$ cat src/rtl/jt49_cmd_player.sv
// Replays a stored command stream onto jt49_bus chips via bdir/bc1/din strobes.
// Define JT49_PLAYER_LOOP_EN to allow restarting the stream while loop=1.
module jt49_cmd_player #(
  parameter int AW         = 12,
  parameter int CSW        = 0,
  parameter int GAP        = 8,
  parameter int WAIT_SHIFT = 8
) (
  input  logic                clk,
  input  logic                rst_n,
  input  logic                start,
  input  logic                abort,
  input  logic                loop,
  output logic [AW-1:0]       rom_addr,
  input  logic [10+CSW-1:0]   rom_data,
  output logic [2**CSW-1:0]   bdir,
  output logic                bc1,
  output logic [7:0]          din,
  output logic                busy,
  output logic                done,
  output logic                looped
);

  localparam int NCH = 1 << CSW;
  localparam int CHW = (CSW > 0) ? CSW : 1;
  localparam int WCW = 8 + WAIT_SHIFT;
  localparam int GCW = $clog2(GAP + 1);

  typedef enum logic [2:0] {S_IDLE, S_FETCH, S_DECODE, S_STROBE, S_GAP, S_WAIT} state_t;

  state_t           state, state_nx;
  logic [AW-1:0]    rom_addr_nx;
  logic [NCH-1:0]   bdir_nx;
  logic             bc1_nx, done_nx, looped_nx;
  logic [7:0]       din_nx;
  logic [CHW-1:0]   chip, chip_nx, cmd_chip;
  logic [WCW-1:0]   wcnt, wcnt_nx;
  logic [GCW-1:0]   gcnt, gcnt_nx;
  logic             adv, fin;

  generate
    if (CSW > 0) begin : g_cs
      assign cmd_chip = rom_data[10+CSW-1:10];
    end else begin : g_nocs
      assign cmd_chip = '0;
    end
  endgenerate

`ifndef JT49_PLAYER_LOOP_EN
  logic unused_loop;
  assign unused_loop = loop;
`endif

  always_comb begin
    state_nx    = state;
    rom_addr_nx = rom_addr;
    bdir_nx     = '0;
    bc1_nx      = bc1;
    din_nx      = din;
    done_nx     = 1'b0;
    looped_nx   = 1'b0;
    wcnt_nx     = wcnt;
    gcnt_nx     = gcnt;
    chip_nx     = chip;
    adv         = 1'b0;
    fin         = 1'b0;
    case (state)
      S_IDLE: begin
        if (start) begin
          rom_addr_nx = '0;
          state_nx    = S_FETCH;
        end
      end
      S_FETCH: state_nx = S_DECODE;
      S_DECODE: begin
        case (rom_data[9:8])
          2'b11: fin = 1'b1;
          2'b10: begin
            if (rom_data[7:0] != 8'd0) begin
              wcnt_nx  = WCW'(rom_data[7:0]) << WAIT_SHIFT;
              state_nx = S_WAIT;
            end else begin
              adv = 1'b1;
            end
          end
          default: begin
            bc1_nx   = rom_data[8];
            din_nx   = rom_data[7:0];
            chip_nx  = cmd_chip;
            state_nx = S_STROBE;
          end
        endcase
      end
      // bdir is registered, so it is high during the first GAP clock while bc1 is still valid
      S_STROBE: begin
        bdir_nx  = NCH'(1) << chip;
        gcnt_nx  = GCW'(GAP - 1);
        state_nx = S_GAP;
      end
      S_GAP: begin
        bc1_nx = 1'b0;
        if (gcnt == '0) adv = 1'b1;
        else            gcnt_nx = gcnt - GCW'(1);
      end
      S_WAIT: begin
        wcnt_nx = wcnt - WCW'(1);
        if (wcnt == WCW'(1)) adv = 1'b1;
      end
      default: state_nx = S_IDLE;
    endcase

    if (adv) begin
      if (rom_addr == '1) begin
        fin = 1'b1;
      end else begin
        rom_addr_nx = rom_addr + AW'(1);
        state_nx    = S_FETCH;
      end
    end

    if (fin) begin
`ifdef JT49_PLAYER_LOOP_EN
      if (loop) begin
        rom_addr_nx = '0;
        looped_nx   = 1'b1;
        state_nx    = S_FETCH;
      end else begin
        done_nx  = 1'b1;
        state_nx = S_IDLE;
      end
`else
      done_nx  = 1'b1;
      state_nx = S_IDLE;
`endif
    end

    if (abort) begin
      state_nx    = S_IDLE;
      rom_addr_nx = rom_addr;
      bdir_nx     = '0;
      bc1_nx      = 1'b0;
      din_nx      = din;
      wcnt_nx     = '0;
      gcnt_nx     = '0;
      done_nx     = 1'b0;
      looped_nx   = 1'b0;
    end
  end

  always_ff @(posedge clk or negedge rst_n) begin
    if (!rst_n) begin
      state    <= S_IDLE;
      rom_addr <= '0;
      bdir     <= '0;
      bc1      <= 1'b0;
      din      <= '0;
      busy     <= 1'b0;
      done     <= 1'b0;
      looped   <= 1'b0;
      chip     <= '0;
      wcnt     <= '0;
      gcnt     <= '0;
    end else begin
      state    <= state_nx;
      rom_addr <= rom_addr_nx;
      bdir     <= bdir_nx;
      bc1      <= bc1_nx;
      din      <= din_nx;
      busy     <= (state_nx != S_IDLE);
      done     <= done_nx;
      looped   <= looped_nx;
      chip     <= chip_nx;
      wcnt     <= wcnt_nx;
      gcnt     <= gcnt_nx;
    end
  end

endmodule

$ cat config.mk
export PLATFORM = sky130hd
export DESIGN_NAME = jt49_cmd_player
export DESIGN_NICKNAME = d
export VERILOG_FILES = /design/src/rtl/jt49_cmd_player.sv
export SDC_FILE = /design/constraint.sdc
export NUM_CORES = 1
export LEC_CHECK = 0
export ABC_CLOCK_PERIOD_IN_PS = 2050
export BUFFER_PORTS_ARGS = -buffer_cell sky130_fd_sc_hd__buf_2
export CELL_PAD_IN_SITES_DETAIL_PLACEMENT = 1
export CELL_PAD_IN_SITES_GLOBAL_PLACEMENT = 2
export CORE_MARGIN = 4
export CORE_UTILIZATION = 32
export DETAILED_ROUTE_END_ITERATION = 16
export MAX_ROUTING_LAYER = met4
export PLACE_DENSITY_LB_ADDON = 0.1
export RECOVER_POWER = 50
export SLEW_MARGIN = 5
export SYNTH_ARGS = -nofsm -noshare
export SYNTH_HDL_FRONTEND = slang
export SYNTH_SLANG_ARGS = --single-unit
$ cat constraint.sdc
create_clock -name clk -period 2.05 [get_ports clk]
set_input_delay 0.3075 -clock clk [delete_from_list [all_inputs] [get_ports clk]]
set_output_delay 0.3075 -clock clk [all_outputs]
set_load 0.01 [all_outputs]
# ---- After elaboration in Yosys (flattened, before gate mapping)
# Index checks and enable logic that the tools add are counted.
dict set report totals {
  reg_bits 47
  latchBits 0
  ramBits 0
  mem_bits_ro 0
  inputBits 15
  out_inout_bits 25
  word_cells 75
  n_memories 0
}
dict set report classes {
  n_addsub 3
  multipliers 0
  div_mod_pow 0
  n_lt_le_gt_ge 0
  n_eq_ne 13
  shift 0
  mux 35
  bitwise_logic 2
  n_reduce_logical 13
}
# op n
set ops {}
lappend ops {{$mux 12} 4}
lappend ops {{$mux 16} 3}
lappend ops {{$pmux 16 s2} 1}
lappend ops {{$mux 3} 6}
lappend ops {{$eq 16x1->1 const B} 1}
lappend ops {{$sub 16x1->16 const B} 1}
lappend ops {{$pmux 3 s5} 1}
lappend ops {{$mux 1} 14}
lappend ops {{$add 12x1->12 const B} 1}
lappend ops {{$eq 12x12->1 const B} 1}
lappend ops {{$ne 3x3->1 const B} 4}
lappend ops {{$reduce_bool 3->1} 4}
lappend ops {{$mux 4} 2}
lappend ops {{$pmux 4 s2} 1}
lappend ops {{$reduce_bool 8->1} 1}
lappend ops {{$eq 3x2->1 const B} 2}
lappend ops {{$eq 3x3->1 const B} 2}
lappend ops {{$pmux 3 s2} 1}
lappend ops {{$reduce_and 3->1} 2}
lappend ops {{$eq 2x2->1 const B} 2}
lappend ops {{$logic_not 4->1} 1}
lappend ops {{$reduce_and 2->1} 2}
lappend ops {{$reduce_or 2->1} 2}
lappend ops {{$sub 4x1->4 const B} 1}
lappend ops {{5 further kinds} 6}

# ---- Depth between registers and ports, before layout
dict set report depth {
  word_depth 9
  depth_mapped 9
  ltp_nobuf 7
}

# ---- Least setup slack after synthesis
# Ideal clock, no wire load.
dict set report synth_path {
  path_type {flip-flop to flip-flop}
  from {reg state[0]}
  to {reg state[0]}
  setup_ns 0.077
  arrival_time_ns 1.862
  required_time_ns 1.973
  setup_slack_ns 0.110
  stages_incl_launch_ff 8
  path_buffers 2
  synth_period_minus_slack_ns 1.940
  cell_sequence {dfrtp_1 buf_6 or3b_1 buf_6 a211oi_4 nor3_1 or4_1 a21oi_1}
}
dict set report synth_via {
  elab_chain_cells 7
  word_cells_on_any_way 19
  cone_classes {eq/ne: 5; mux: 12; reduce/logical: 2}
}
# item line
set synth_lines {}
lappend synth_lines {{from (decl)} 31} ;# state_t state, state_nx;
lappend synth_lines {{from (signal assigned)} 164} ;# state <= state_nx;
lappend synth_lines {{$mux 3 / $eq 3x3->1 (equally long branches)} {79, 67}}
lappend synth_lines {{$pmux 3 s2 / $reduce_or 2->1 (equally long branches)} n/a}
lappend synth_lines {{$pmux 3 s5} 67} ;# case (state)
lappend synth_lines {{$mux 3} 113} ;# if (rom_addr == '1) begin
lappend synth_lines {{$mux 3} 112} ;# if (adv) begin
lappend synth_lines {{$mux 3 *} 121} ;# if (fin) begin
lappend synth_lines {{$mux 3 *} 137} ;# if (abort) begin
lappend synth_lines {{named net state_nx[0]} 31}
# The timed path passes the listed nets; every way through them passes the cells marked *.
# A chain may end at the register's enable or synchronous reset.

# ---- Worst setup path in the final report
dict set report layout_path {
  from {reg wcnt[8]}
  to {reg wcnt[14]}
}
dict set report layout_via {
  elab_chain_cells 3
}
# item line
set layout_lines {}
lappend layout_lines {{from (decl)} 37} ;# logic [WCW-1:0] wcnt, wcnt_nx;
lappend layout_lines {{from (signal assigned)} 173} ;# wcnt <= wcnt_nx;
lappend layout_lines {{$sub 16x1->16} 106} ;# wcnt_nx = wcnt - WCW'(1);
lappend layout_lines {{$pmux 16 s2} 67}
lappend layout_lines {{$mux 16} 137}
# No other way between the ends.

==> metrics.cfg <==
[run_status]
status = finished clean

[timing]
post-route-period-util_pct = 96.46
max_freq_mhz = 505.7
setup_viol = 0
fin_worst_skew_ns = 0.007078
hold_viol_final = 0
worst_hold_slack_ns = 0.2449
fin_crit_ns = 1.977
maxSlewHeadroom_pct = 16.87
worst_pin_slew_ns = 1.247
slew_viol_final = 0

[route]
drt_iter0_markers = 58
vias = 2631
drc = 0
antenna_left = 0
route.detailed.wl_per_inst_um = 16.38
wl_mm = 8.073
vias_per_cell = 5.337
first_pass_iters = 4

[clock_network]
cts_hold_buf = 0
cts_buffer_depth = 2
htree_levels = 2
tritoncts = built
cts_buffers = 5
root_buffer = clkbuf_8
clock-sinks = 47
path_clk_slew_ns = 0.09
worstSkewPairLatency_ns = 0.30

[finish]
regArea_mm2 = 0.001176
multiInputGateArea_mm2 = 0.001511
fill_cells = 992
diodes = 0
final_nets = 406
instances_no_fill = 493
drive_gt1_share_pct = 30.67
syn_to_final_growth_pct = 26.59

[grt]
antenna_found_initial = 0
grt_pass1_vias = 2770
grt_pass1_wl_mm = 13.90
grt_overflow_total = 0
grt_use_total_pct = 17.38
grt_max_degree = 31

[logic_synthesis]
avgSynthCellArea_um2 = 9.196
synth-seq-area-share_pct = 41.80
synth-seq-cells = 47
synth_top_area_share_pct = 41.80
netlist_instances = 306
yosysWarnings = 0
ys.flop_type = dfrtp_1
synth-edff-count = 0
yosys.area.top_type = dfrtp_1
yosysUniqueCellTypes = 59
ys_top_cells_by_area = dfrtp_1, mux2_2, nand2_1
synth.cell_area_mm2 = 0.002814
syn_nets = 325
synth_async_sr_flop_share_pct = 100.0

[flow_run]
maxCapViolations = 0

[placed_design]
hpwl_mm = 6.199
portBuffers = 37
gp_congestion = 0.7698
dpl.cell_count = 484

[setup_path]
r2r_cells = 6
arrival_ns = 2.16
crit_required_ns = 2.23
crit_type = reg -> reg
cp-start-kind = register
cp_max_fo = 3
end_kind = register

[floorplan]
die_h_um = 101.8
die_x_um = 101.8
start_util_pct = 33.57
dieArea_mm2 = 0.01036
core_area_mm2 = 0.008382
num_rows = 33
io_pins = 40

[min_path]
hp-class = in -> async

[power_and_ir_drop]
p_leak_nw = 1.601
peakVddDrop_mv = 0.3871
powerDensity_mw_per_mm2 = 819.0

## where the power goes
group          switching (mW)  total, mW  internal (mW)  leakage (nW)
clock                   0.323      0.631          0.307        0.0505
sequential             0.0965       1.19           1.09         0.634
combinational           0.589       1.10          0.508         0.916
## flip-flops by register name, indices dropped and copies added, names as in the netlist
register and flops:
din 8, done 1, gcnt 4, wcnt 16
state 3, bdir 1, rom_addr 12, bc1 1
busy 1
## path summary, 6_finish.rpt
path / from / to / slack [ns]
max: wcnt[8] / wcnt[14] / 0.07
min: rst_n / gcnt[0] / 0.24
max reg2reg: wcnt[8] / wcnt[14] / 0.07
min reg2reg: din[6] / din[6] / 0.51
max in group asynchronous: rst_n / rom_addr[11] / 0.51
min in group clk: rom_data[3] / din[3] / 0.31
## synth_stat cells (3+ instances only)
master,instances
a21o_1,3
o22ai_1,3
clkbuf_1,7
mux2i_1,4
a32o_1,3
inv_1,9
nor2_1,27
a22oi_1,3
ha_1,4
nand2_1,34
or3b_2,3
nor3_1,14
nand4_1,5
o211ai_1,12
dfrtp_1,47
nand3b_1,3
a31oi_1,3
o21a_1,5
nor4_1,8
buf_6,5
a21oi_1,12
o21ai_0,25
mux2_2,12
nand3_1,8
nor3b_1,4
## logic make-up (layout without fill, tap and decap cells)
group	Yosys count	in the layout	synth area share, %
fa+ha+maj	4	4	1.779
buf+inv	26	108	5.513
other cells	1	1	0.1333
simple gates	125	125	23.48
xor+xnor	3	3	0.9339
mux	16	16	6.225
flops	47	47	41.80
compound gates	84	84	20.14
## stage by stage
| step | power, mW | utilization (%) | area (µm²) | TNS [ns] | worst slack [ns] |
|---|---|---|---|---|---|
| 2_1_floorplan | 1.851 | - | 2814 | 0 | 0.1105 |
| 3_3_place_gp | 2.302 | 41.10 | 3445 | -0.8587 | -0.1312 |
| 4_1_cts | 2.973 | 42.45 | 3558 | 0 | 0.01472 |
| 3_5_place_dp | 2.319 | 41.10 | 3445 | -1.500 | -0.1838 |
| 5_1_grt | 3.142 | 42.50 | 3562 | -0.04092 | -0.01395 |
| 6_report | 2.918 | 42.50 | 3562 | 0 | 0.07264 |
## per-layer routing
metal  vias up  share of wire, %  GRT usage (%)
li1       1293                 -              -
met2        37                51          29.43
met1      1291                45          22.21
met4         0              0.83          3.374
met3        10               2.9          2.479
met5         -                 0              -
## placed cells by master, fill, tap and decap left out, types with 5 or more instances in the layout
cell type and instances:
buf_4 50, dfrtp_1 47, nand2_1 34, buf_2 28, nor2_1 25, o21ai_0 25, nor3_1 13, a21oi_1 12
o211ai_1 12, mux2_2 12, inv_1 9, clkbuf_1 9, nor4_1 8, nand3_1 8, clkbuf_8 7, nand4_1 5
o21a_1 5
## repair_timing
item,4_1_cts,5_1_grt
buffers inserted,0,1
gates resized for setup,3,6
pin swaps,0,2
setup endpoints to repair,17,15
## worst max-delay path, stage by stage, from the launching register on
cell and delay, ns:
dfrtp_1 0.38, or2_2 0.32, or4_4 0.43, buf_4 0.16, o32a_1 0.32, o21ai_0 0.16
a21oi_1 0.09
## cell type report
type	count	area share (%)
Multi-Input combinational cell	233	42.43
Sequential cell	47	33.02
Timing Repair Buffer	91	17.00
Tap cell	105	3.688
Clock buffer	7	2.705
Inverter	9	0.9484
Clock inverter	1	0.2107
No activity file was read; power rests on OpenSTA's default activity.
